`src/rtl/mem_arbiter.sv`:
```
// Round-robin arbiter and fixed-latency sequencer sharing one memory port
// between the CPU memory interface and the debug/loader port.
//
// state | meaning
// IDLE  | no access in progress, requests sampled
// ISSUE | mem_en driven for one cycle
// WAIT  | LAT cycles while memory produces read data
// ACK   | one-cycle ack to the owner, requests ignored
module mem_arbiter #(
    parameter int AW  = 16,
    parameter int DW  = 16,
    parameter int LAT = 1
) (
    input  logic          clk,
    input  logic          rst,
    input  logic          cpu_req,
    input  logic          cpu_we,
    input  logic [AW-1:0] cpu_addr,
    input  logic [DW-1:0] cpu_wdata,
    output logic [DW-1:0] cpu_rdata,
    output logic          cpu_ack,
    input  logic          dbg_req,
    input  logic          dbg_we,
    input  logic [AW-1:0] dbg_addr,
    input  logic [DW-1:0] dbg_wdata,
    output logic [DW-1:0] dbg_rdata,
    output logic          dbg_ack,
    input  logic          dbg_halt,
    output logic          halted,
    output logic          busy,
    output logic          mem_en,
    output logic          mem_we,
    output logic [AW-1:0] mem_addr,
    output logic [DW-1:0] mem_wdata,
    input  logic [DW-1:0] mem_rdata
);

    localparam int CW = $clog2(LAT + 1);

    typedef enum logic [1:0] {IDLE, ISSUE, WAIT, ACK} state_t;

    state_t        state;
    logic [CW-1:0] cnt;
    logic          owner_cpu;
    logic          last_dbg;
    logic          cmd_we;

    logic cpu_elig;
    logic grant;
    logic grant_cpu;

    assign cpu_elig  = cpu_req & ~dbg_halt;
    assign grant     = cpu_elig | dbg_req;
    // On a tie the side not granted last wins; last_dbg resets high so the CPU wins first.
    assign grant_cpu = cpu_elig & (~dbg_req | last_dbg);

    // busy mirrors state != IDLE, so halted only drops while the CPU owns an access.
    assign halted = dbg_halt & ~(busy & owner_cpu);

    always_ff @(posedge clk or negedge rst) begin
        if (!rst) begin
            state     <= IDLE;
            cnt       <= '0;
            owner_cpu <= 1'b0;
            last_dbg  <= 1'b1;
            cmd_we    <= 1'b0;
            busy      <= 1'b0;
            mem_en    <= 1'b0;
            mem_we    <= 1'b0;
            mem_addr  <= '0;
            mem_wdata <= '0;
            cpu_ack   <= 1'b0;
            dbg_ack   <= 1'b0;
            cpu_rdata <= '0;
            dbg_rdata <= '0;
        end else begin
            mem_en  <= 1'b0;
            mem_we  <= 1'b0;
            cpu_ack <= 1'b0;
            dbg_ack <= 1'b0;
            case (state)
                IDLE: begin
                    if (grant) begin
                        state     <= ISSUE;
                        busy      <= 1'b1;
                        owner_cpu <= grant_cpu;
                        last_dbg  <= ~grant_cpu;
                        cmd_we    <= grant_cpu ? cpu_we : dbg_we;
                        mem_addr  <= grant_cpu ? cpu_addr : dbg_addr;
                        mem_wdata <= grant_cpu ? cpu_wdata : dbg_wdata;
                        mem_en    <= 1'b1;
                        mem_we    <= grant_cpu ? cpu_we : dbg_we;
                    end
                end
                ISSUE: begin
                    state <= WAIT;
                    cnt   <= CW'(LAT);
                end
                WAIT: begin
                    if (cnt == CW'(1)) begin
                        state   <= ACK;
                        cpu_ack <= owner_cpu;
                        dbg_ack <= ~owner_cpu;
                        if (!cmd_we) begin
                            if (owner_cpu) cpu_rdata <= mem_rdata;
                            else           dbg_rdata <= mem_rdata;
                        end
                    end else begin
                        cnt <= cnt - CW'(1);
                    end
                end
                ACK: begin
                    state <= IDLE;
                    busy  <= 1'b0;
                end
                default: begin
                    state <= IDLE;
                    busy  <= 1'b0;
                end
            endcase
        end
    end

endmodule

```
`config.mk`:
```
export PLATFORM = sky130hd
export DESIGN_NAME = mem_arbiter
export DESIGN_NICKNAME = d
export VERILOG_FILES = /design/src/rtl/mem_arbiter.sv
export SDC_FILE = /design/constraint.sdc
export NUM_CORES = 1
export LEC_CHECK = 0
export ABC_CLOCK_PERIOD_IN_PS = 4100
export CORE_UTILIZATION = 43
export CTS_CLUSTER_DIAMETER = 50
export CTS_CLUSTER_SIZE = 16
export DETAILED_ROUTE_END_ITERATION = 8
export GPL_ROUTABILITY_DRIVEN = 0
export PLACE_DENSITY = 0.95
export REMOVE_ABC_BUFFERS = 1
export SYNTH_ARGS = -nofsm -noshare
export SYNTH_HDL_FRONTEND = slang
export SYNTH_SLANG_ARGS = --single-unit
```
`constraint.sdc`:
```
create_clock -name clk -period 4.1 [get_ports clk]
set_clock_uncertainty 0.2 [all_clocks]
set_input_delay 0.41 -clock clk [delete_from_list [all_inputs] [get_ports clk]]
set_output_delay 0.41 -clock clk [all_outputs]
set_load 0.005 [all_outputs]
```
Yosys cells after proc, flatten, opt, wreduce, memory -nomap -nowiden
Cells that the tools add are included.
Word-level totals
  flip-flop bits (word level): 75
  latch bits: 0
  RAM bits: 0
  memory bits (read-only): 0
  bits of input ports: 87
  output and inout bits: 70
  word-level logic and storage cells: 58
  memories: 0
Cells by class
  add/sub/neg operators: 1
  multipliers: 0
  div/mod/pow operators: 0
  magnitude comparators: 0
  equality and inequality tests: 5
  shift-type cells: 0
  mux-type cells: 18
  bitwise logic cells: 12
  reduce and logical (&&, ||, !) cells: 8
Operators by type and width (number)
  16-bit two-way mux: 2
  1-bit two-way mux: 11
  2-bit one-hot mux with 4 select lines: 1
  4-bit AND reduction: 2
  1-bit inverter: 6
  2-bit AND reduction: 3
  1-bit bitwise AND: 4
  2-bit equality test (second input constant): 2
  2-bit two-way mux: 2
  2-bit inequality test (second input constant): 2
  1-bit one-hot mux with 2 select lines: 2
  2-bit nonzero test: 2
  2-bit by 1-bit equality test with 1-bit output (second input constant): 1
  2-bit zero test: 1
  1-bit bitwise OR: 2
  1-bit subtractor (second input constant): 1

Longest topological paths before layout
Gate-level depths: netlist of the first run.
  depth in word-level cells: 6
  mapped depth: 7
  mapped depth without buffers: 5

Worst setup path before layout of the first run
Ideal clock, no wire load.
  path kind: register to register
  start point: reg state[0]
  end point: reg dbg_rdata[10]
  arrival: 1.579 ns
  data required time: 3.775 ns
  path slack: 2.196 ns
  stages on the path, launching flop included: 7
  buffers on the path: 1
  cell sequence: dfrtp_1 -> inv_1 -> ha_1 -> nand2_1 -> nor3_2 -> buf_6 -> mux2_2
On the way
  word-level cells in the longest chain between the ends: 2
RTL lines
  start, declared: line 42  | state_t state;
  start signal, assigned: line 62  | state <= IDLE;
  start signal, assigned: line 84  | state <= ISSUE;
  start signal, assigned: line 96  | state <= WAIT;
  2-bit equality test: line 81  | case (state)
  4-bit AND reduction (no line)
  end signal, assigned: line 106  | else dbg_rdata <= mem_rdata;
  end, declared: line 26  | output logic [DW-1:0] dbg_rdata,
No other way between the ends.
A chain may end at the register's enable or synchronous reset.

Worst setup path after layout of the first run
  start point: in dbg_halt
  end point: reg mem_addr[10]
On the way
  word-level cells in the longest chain between the ends: 4
  elaborated cells between the ends (all ways): 6
  those cells by class: 1 x mux; 4 x bitwise; 1 x reduce/logical
RTL lines
  start, declared: line 28  | input logic dbg_halt,
  1-bit inverter (*): line 52  | assign cpu_elig = cpu_req & ~dbg_halt;
  1-bit bitwise AND (*): line 52
  1-bit bitwise AND or 1-bit bitwise OR (tied branches): line 55, 53
  16-bit two-way mux or 2-bit AND reduction (tied branches)
  end signal, assigned: line 89  | mem_addr <= grant_cpu ? cpu_addr : dbg_addr;
  end, declared: line 33  | output logic [AW-1:0] mem_addr,
Every way passes the cells marked *; elsewhere a longest branch is shown, timed or not.

==> metrics.txt, run 1 <==
hold bufs inserted after CTS=0; port bufs=156; WL per Instance=14.5 microns; RSZ-0062 raised after global routing=no; minimum clock period=roughly 2.3 ns; Post-synth top cells=74 x dfrtp_1, 35 x nand2_1, 34 x mux2_2; Total Neg Setup Slack=0 ns; GRT Resource Usage Total=approximately 20%; critical path, cell by cell=clkdlybuf4s50_1, and2b_1, o21ai_4, buf_4, o21ai_0; Nets=~500; ratio of cells with drive above 1 in the final layout=14.8%; worst rel slew slack=40.2%; top cells by area, synth=dfrtp_1 58%, mux2_2 12%, mux2i_1 10%; drt pass-1 iters=4; height of the die=88.1 microns; first-pass GRT wire length=about 11000 microns; R2R Path End=mem_addr[10]$_DFFE_PN0P_; DRC viols=0; Site Rows=31; Synth Instances=250; DRT Wirelength=7410 microns; antenna fix cells=0; Final WS setup=between 1.5 and 2 ns; required time worst endpoint=4.10 ns; CTS Buf Count=9; crit start category=input port; CTS clk-pin slew, worst paths=around 0.08 ns; synthesized area per cell=12.8 sq um; CP max FO=45; Fmax achieved=432 MHz; largest net degree at the start of global routing=76; EDFF count, synth=0; CTS sink count=75; outcome=finished, violations left; Crit path largest cell delay=around 0.50 ns; worst-margin pin slew=0.897 ns; clk_lat worst skew=0.33 ns; die area=0.00777 sq mm; die width=88.1 microns; total gr overflow=0; Pwr Density=roughly 660 mW/mm^2; Worst Path Class, Setup=input port to flip-flop; CP Data Arrival Time=2.31 ns; vias in the first global route=2492; sequential share of the synthesized area=58.9%; Critical R2R Launch=state[1]$_DFFE_PN0P_; initial drt markers=42; final critical-path share of the clock period=56.4%; Final setup viols=0; Post-Syn Area=roughly 0.0032 sq mm; hold slack=-0.00588 ns; initial core utilization=44.2%; Most used DFF post-synth=dfrtp_1; flops & latches, synth=75; post_cts resized=0; Final Max Slew Viols=0; Area Overhead vs Synth=56.5%; maximum root-to-sink buffer count=2; worst IR drop on VDD=0.280 mV; I/O Pins=157; reg2reg setup slack=2.17 ns; Max-Cap Viols=0; Post-synth ARST share=100%; slowest CP cell=o21ai_4; DP Worst Slack=~1.4 ns; vias post-DR=2435; Root Driver=clkbuf_8; violated checks=negative hold slack; Worst Reg-to-Reg Cells=5; largest area contributor in the netlist=dfrtp_1; Worst Setup End Kind=flip-flop; Setup Fix Bufs, Post-CTS=0; CP Buf/Inv Count=2; share of the synthesized area in the top cell type=58.1%; final hold viol count=2; initial antenna violation count=0; top-count cell post-synth=dfrtp_1; final core utilization=69.2%; Detailed Place HPWL=5640 microns; yosys warns=0; worst hold path type=input port to asynchronous set/reset pin; Placeable Area=between 0.007 and 0.008 sq mm; leakage=0.00226 uW; CTS tree=done; H-tree depth=3; Distinct cells, synth=25; Vias per Instance=4.77; crit-path leading delay family=buffers and inverters; Final ANT Viol Nets=0
-- flip-flops by register name, indices dropped and copies added (netlist names) --
register / cells
cpu_rdata: 16
dbg_rdata: 16
mem_addr: 16
mem_wdata: 16
state: 2
busy: 1
cmd_we: 1
cnt: 1
cpu_ack: 1
dbg_ack: 1
last_dbg: 1
mem_en: 1
mem_we: 1
owner_cpu: 1
-- power breakdown --
group          leakage, uW  switching, uW  internal [uW]
clock network     0.000102            265            297
registers         0.000906            208           1100
logic              0.00125            501            934
-- worst max path at each step --
stage	from	slack [ns]	cells after the start	endpoint
floorplan	dbg_halt	1.53	3	last_dbg$_DFFE_PN1P_
global placement	dbg_halt	1.54	5	owner_cpu$_DFFE_PN0P_
detailed placement	dbg_halt	1.42	5	mem_addr[9]$_DFFE_PN0P_
CTS	dbg_halt	1.80	5	mem_addr[9]$_DFFE_PN0P_
global route	dbg_halt	1.63	5	mem_addr[9]$_DFFE_PN0P_
finish	dbg_halt	1.79	5	mem_addr[10]$_DFFE_PN0P_
-- cell usage in the layout, fill, tap and decap left out, types with 2 or more instances in the layout --
cell,Yosys,layout
buf_4,0,4
clkbuf_8,0,10
clkdlybuf4s50_1,0,155
clkinv_2,0,2
clkinv_4,0,2
dfrtp_1,74,74
ha_1,3,3
inv_1,5,5
mux2_2,34,34
mux2i_1,33,33
nand2_1,35,35
nor2_1,3,3
o21ai_0,31,31
o21ai_1,5,5
o21ai_4,0,2
-- layer usage --
| layer | global-route usage (%) | wire, microns | vias to the layer above |
|---|---|---|---|
| met5 | 0 | 0 | - |
| met4 | 10.7 | 155 | 0 |
| met3 | 5.18 | 554 | 14 |
| met2 | 34.3 | 3850 | 121 |
| met1 | 22.0 | 2850 | 1130 |
| li1 | - | - | 1170 |
-- metrics by stage --
step / total power, uW / instance area [sq um] / instances / hold slack, ns
detailed placement: 2780 / 4790 / 494 / 0.270
global route: 3540 / 4990 / 510 / 0.0815
CTS: 3350 / 4990 / 510 / 0.0301
global placement: 2700 / 4790 / 494 / 0.261
floorplan: 1840 / 3070 / 236 / -0.0856
finish: 3310 / 4990 / 510 / -0.00588
-- cell type report --
type,instances,area (sq um)
fill,550,2220
sequential,75,1880
timing repair buffer,159,1580
multi-input combinational,156,1190
clock buffer,10,138
tap,99,124
clock inverter,6,65.1
inverter,5,18.8
-- logic make-up (layout without fill, tap and decap cells) --
group	Yosys count	in the layout	share of synthesized area, %
adders and majority gates	3	3	1.18
and+or+nand+nor	44	44	6.04
muxes	67	67	22.4
DFF	75	75	58.9
buffers and inverters	19	180	4.39
AOI/OAI and AO/OA	42	42	7.14
No activity file was read; power rests on OpenSTA's default activity.
==> run 2, diff against run 1 <==
Settings changed: ABC_CLOCK_PERIOD_IN_PS 4100 to 2200, CORE_UTILIZATION 43 to 40, PLACE_DENSITY 0.95 to 0.9.
Clock period 4.1 ns to 2.2 ns, I/O delays scaled along.
==> metrics.txt, run 2 (synthesis results as in run 1) <==
outcome=finished clean; CTS sink count=75 (unchanged); first-pass GRT wire length=12600 microns (+11%); critical path, cell by cell=a21boi_0, clkdlybuf4s50_1; RSZ-0062 raised after global routing=no; H-tree depth=3 (unchanged); most frequent cells in the layout=155 x clkdlybuf4s50_1, 74 x dfrtp_1, 35 x nand2_1; Detailed Place HPWL=5950 microns (+5.4%); fin area=0.00510 sq mm (+2.2%); die width=91.3 microns (+3.6%); Area Overhead vs Synth=59.9%; commonest non-fill, non-tap cell in the layout=clkdlybuf4s50_1; height of the die=91.3 microns (+3.6%); Worst Path Class, Setup=flip-flop to output port; worst-margin pin slew=0.475 ns (-0.421 ns); worst IR drop on VDD=0.496 mV (+77%); Combinational Power Share=43.1% (-0.3 points); ratio of cells with drive above 1 in the final layout=15.8% (+0.99 points); Setup Fix Bufs, Post-CTS=0 (unchanged); vias in the first global route=2608 (+4.7%); part of the power in registers=38.3% (-1.3 points); Pwr Density=1240 mW/mm^2 (+88%); Max-Cap Viols=0 (unchanged); antenna fix cells=0 (unchanged); drt pass-1 iters=4 (unchanged); CP Buf/Inv Count=1 (-1); slowest CP cell=clkdlybuf4s50_1; Crit path largest cell delay=0.54 ns (+0.04 ns); Final Max Slew Viols=0 (unchanged); Nets=502 (+1.2%); final core utilization=66.0% (-3.2 points); CTS tree=done; DRC viols=0 (unchanged); Vias per Instance=4.84 (+1.3%); Sw Ratio=29.4% (-0.055 points); CTS clk-pin slew, worst paths=0.08 ns (about the same); WL per Instance=14.7 microns (+1.5%); initial drt markers=50 (+19%); Clk pwr share=18.6% (+1.6 points); CP max FO=5 (-89%); Site Rows=32 (+3.2%); Worst Setup End Kind=output port; P_int=4480 uW (+92%); Placeable Area=0.00773 sq mm (+7.1%); Psw=1860 uW (+92%); maximum root-to-sink buffer count=2 (unchanged); CTS Buf Count=9 (unchanged); reg2reg setup slack=0.32 ns (-1.85 ns); final critical-path share of the clock period=around nine tenths; CP Data Arrival Time=1.53 ns (-0.78 ns); leakage=0.00231 uW (+2.2%); initial core utilization=41.3% (-2.9 points); port bufs=156 (unchanged); Fmax achieved=just over 500 MHz; Final WS setup=0.246 ns (-1.54 ns); vias post-DR=2510 (+3.1%); Total Neg Setup Slack=0 ns (unchanged); I/O Pins=157 (unchanged); Final setup viols=0 (unchanged); Root Driver=clkbuf_8; clk_lat worst skew=0.34 ns (about the same); hold slack=0.176 ns (+0.182 ns); worst hold path type=input port to asynchronous set/reset pin; worst rel slew slack=68.3% (+28 points); DRT Wirelength=7650 microns (+3.3%); largest net degree at the start of global routing=41 (-46%); crit start category=flip-flop; total gr overflow=0 (unchanged); Final ANT Viol Nets=0 (unchanged); final hold viol count=0 (-2); minimum clock period=just under 2 ns; DP Worst Slack=0.155 ns (-1.27 ns); initial antenna violation count=0 (unchanged); required time worst endpoint=1.78 ns (-2.32 ns); die area=0.00833 sq mm (+7.3%); GRT Resource Usage Total=19.8% (+0.15 points); dpl cell area=0.00487 sq mm (+1.6%); crit-path leading delay family=buffers and inverters
run 2: cell count changes in the layout (fill, tap and decap cells not counted):
cell           change
bufinv_16          +1
buf_12             +3
clkbuf_8           -1
buf_4              +2
inv_8              +1
inv_6              +1
clkinvlp_4         +1
clkinv_4           -2
clkinv_2           -1
dlygate4sd3_1      +1
run 2: repair_timing:
item / 4_1_cts / 5_1_grt
endpoints found under the hold margin: 36 / 0
resized for setup: 0 / 0
hold buffers: 1 / 0
run 2: metal layers:
metal	wire length [microns]	global-route usage, %	vias up
met2	3820	34.6	123
met1	2980	21.9	1181
li1	-	-	1190
met3	634	6.11	16
met5	0	0	-
met4	215	9.52	0
run 2: final timing paths:
path,from,end,depth (start not counted)
setup / recovery,owner_cpu$_DFFE_PN0P_,halted,2
hold / removal,rst,cpu_rdata[6]$_DFFE_PN0P_,2
setup reg to reg,state[0]$_DFFE_PN0P_,cpu_rdata[2]$_DFFE_PN0P_,5
hold reg to reg,mem_addr[2]$_DFFE_PN0P_,mem_addr[2]$_DFFE_PN0P_,2
max in group asynchronous,rst,mem_wdata[13]$_DFFE_PN0P_,3
min in group clk,mem_addr[2]$_DFFE_PN0P_,mem_addr[2]$_DFFE_PN0P_,2
run 2: final cells by class:
type / count / area [sq um]
inverter: 5 / 18.8
clock buffer: 9 / 124
fill: 576 / 2630
clock inverter: 7 / 100
tap: 102 / 128
sequential: 75 / 1880
multi-input combinational: 156 / 1190
timing repair buffer: 165 / 1670
run 2: through the flow:
stage | total power (uW) | cells
floorplan | 3440 | 236
global placement | 5080 | 502
detailed placement | 5230 | 502
CTS | 6420 | 519
global route | 6770 | 519
finish | 6350 | 519
run 2: power by group through the flow:
stage	sequential [uW]	clock [uW]	combinational, uW
2_1_floorplan	2460	0	981
3_3_place_gp	2430	0	2660
3_5_place_dp	2460	0	2770
4_1_cts	2440	1210	2780
5_1_grt	2530	1270	2980
6_report	2430	1180	2730
run 2: worst register-to-register path: stages, from the launching register on:
cell and delay (ns):
dfrtp_1 0.38, inv_1 0.07, ha_1 0.24, and3_4 0.17
nand2b_2 0.32, mux2_2 0.40
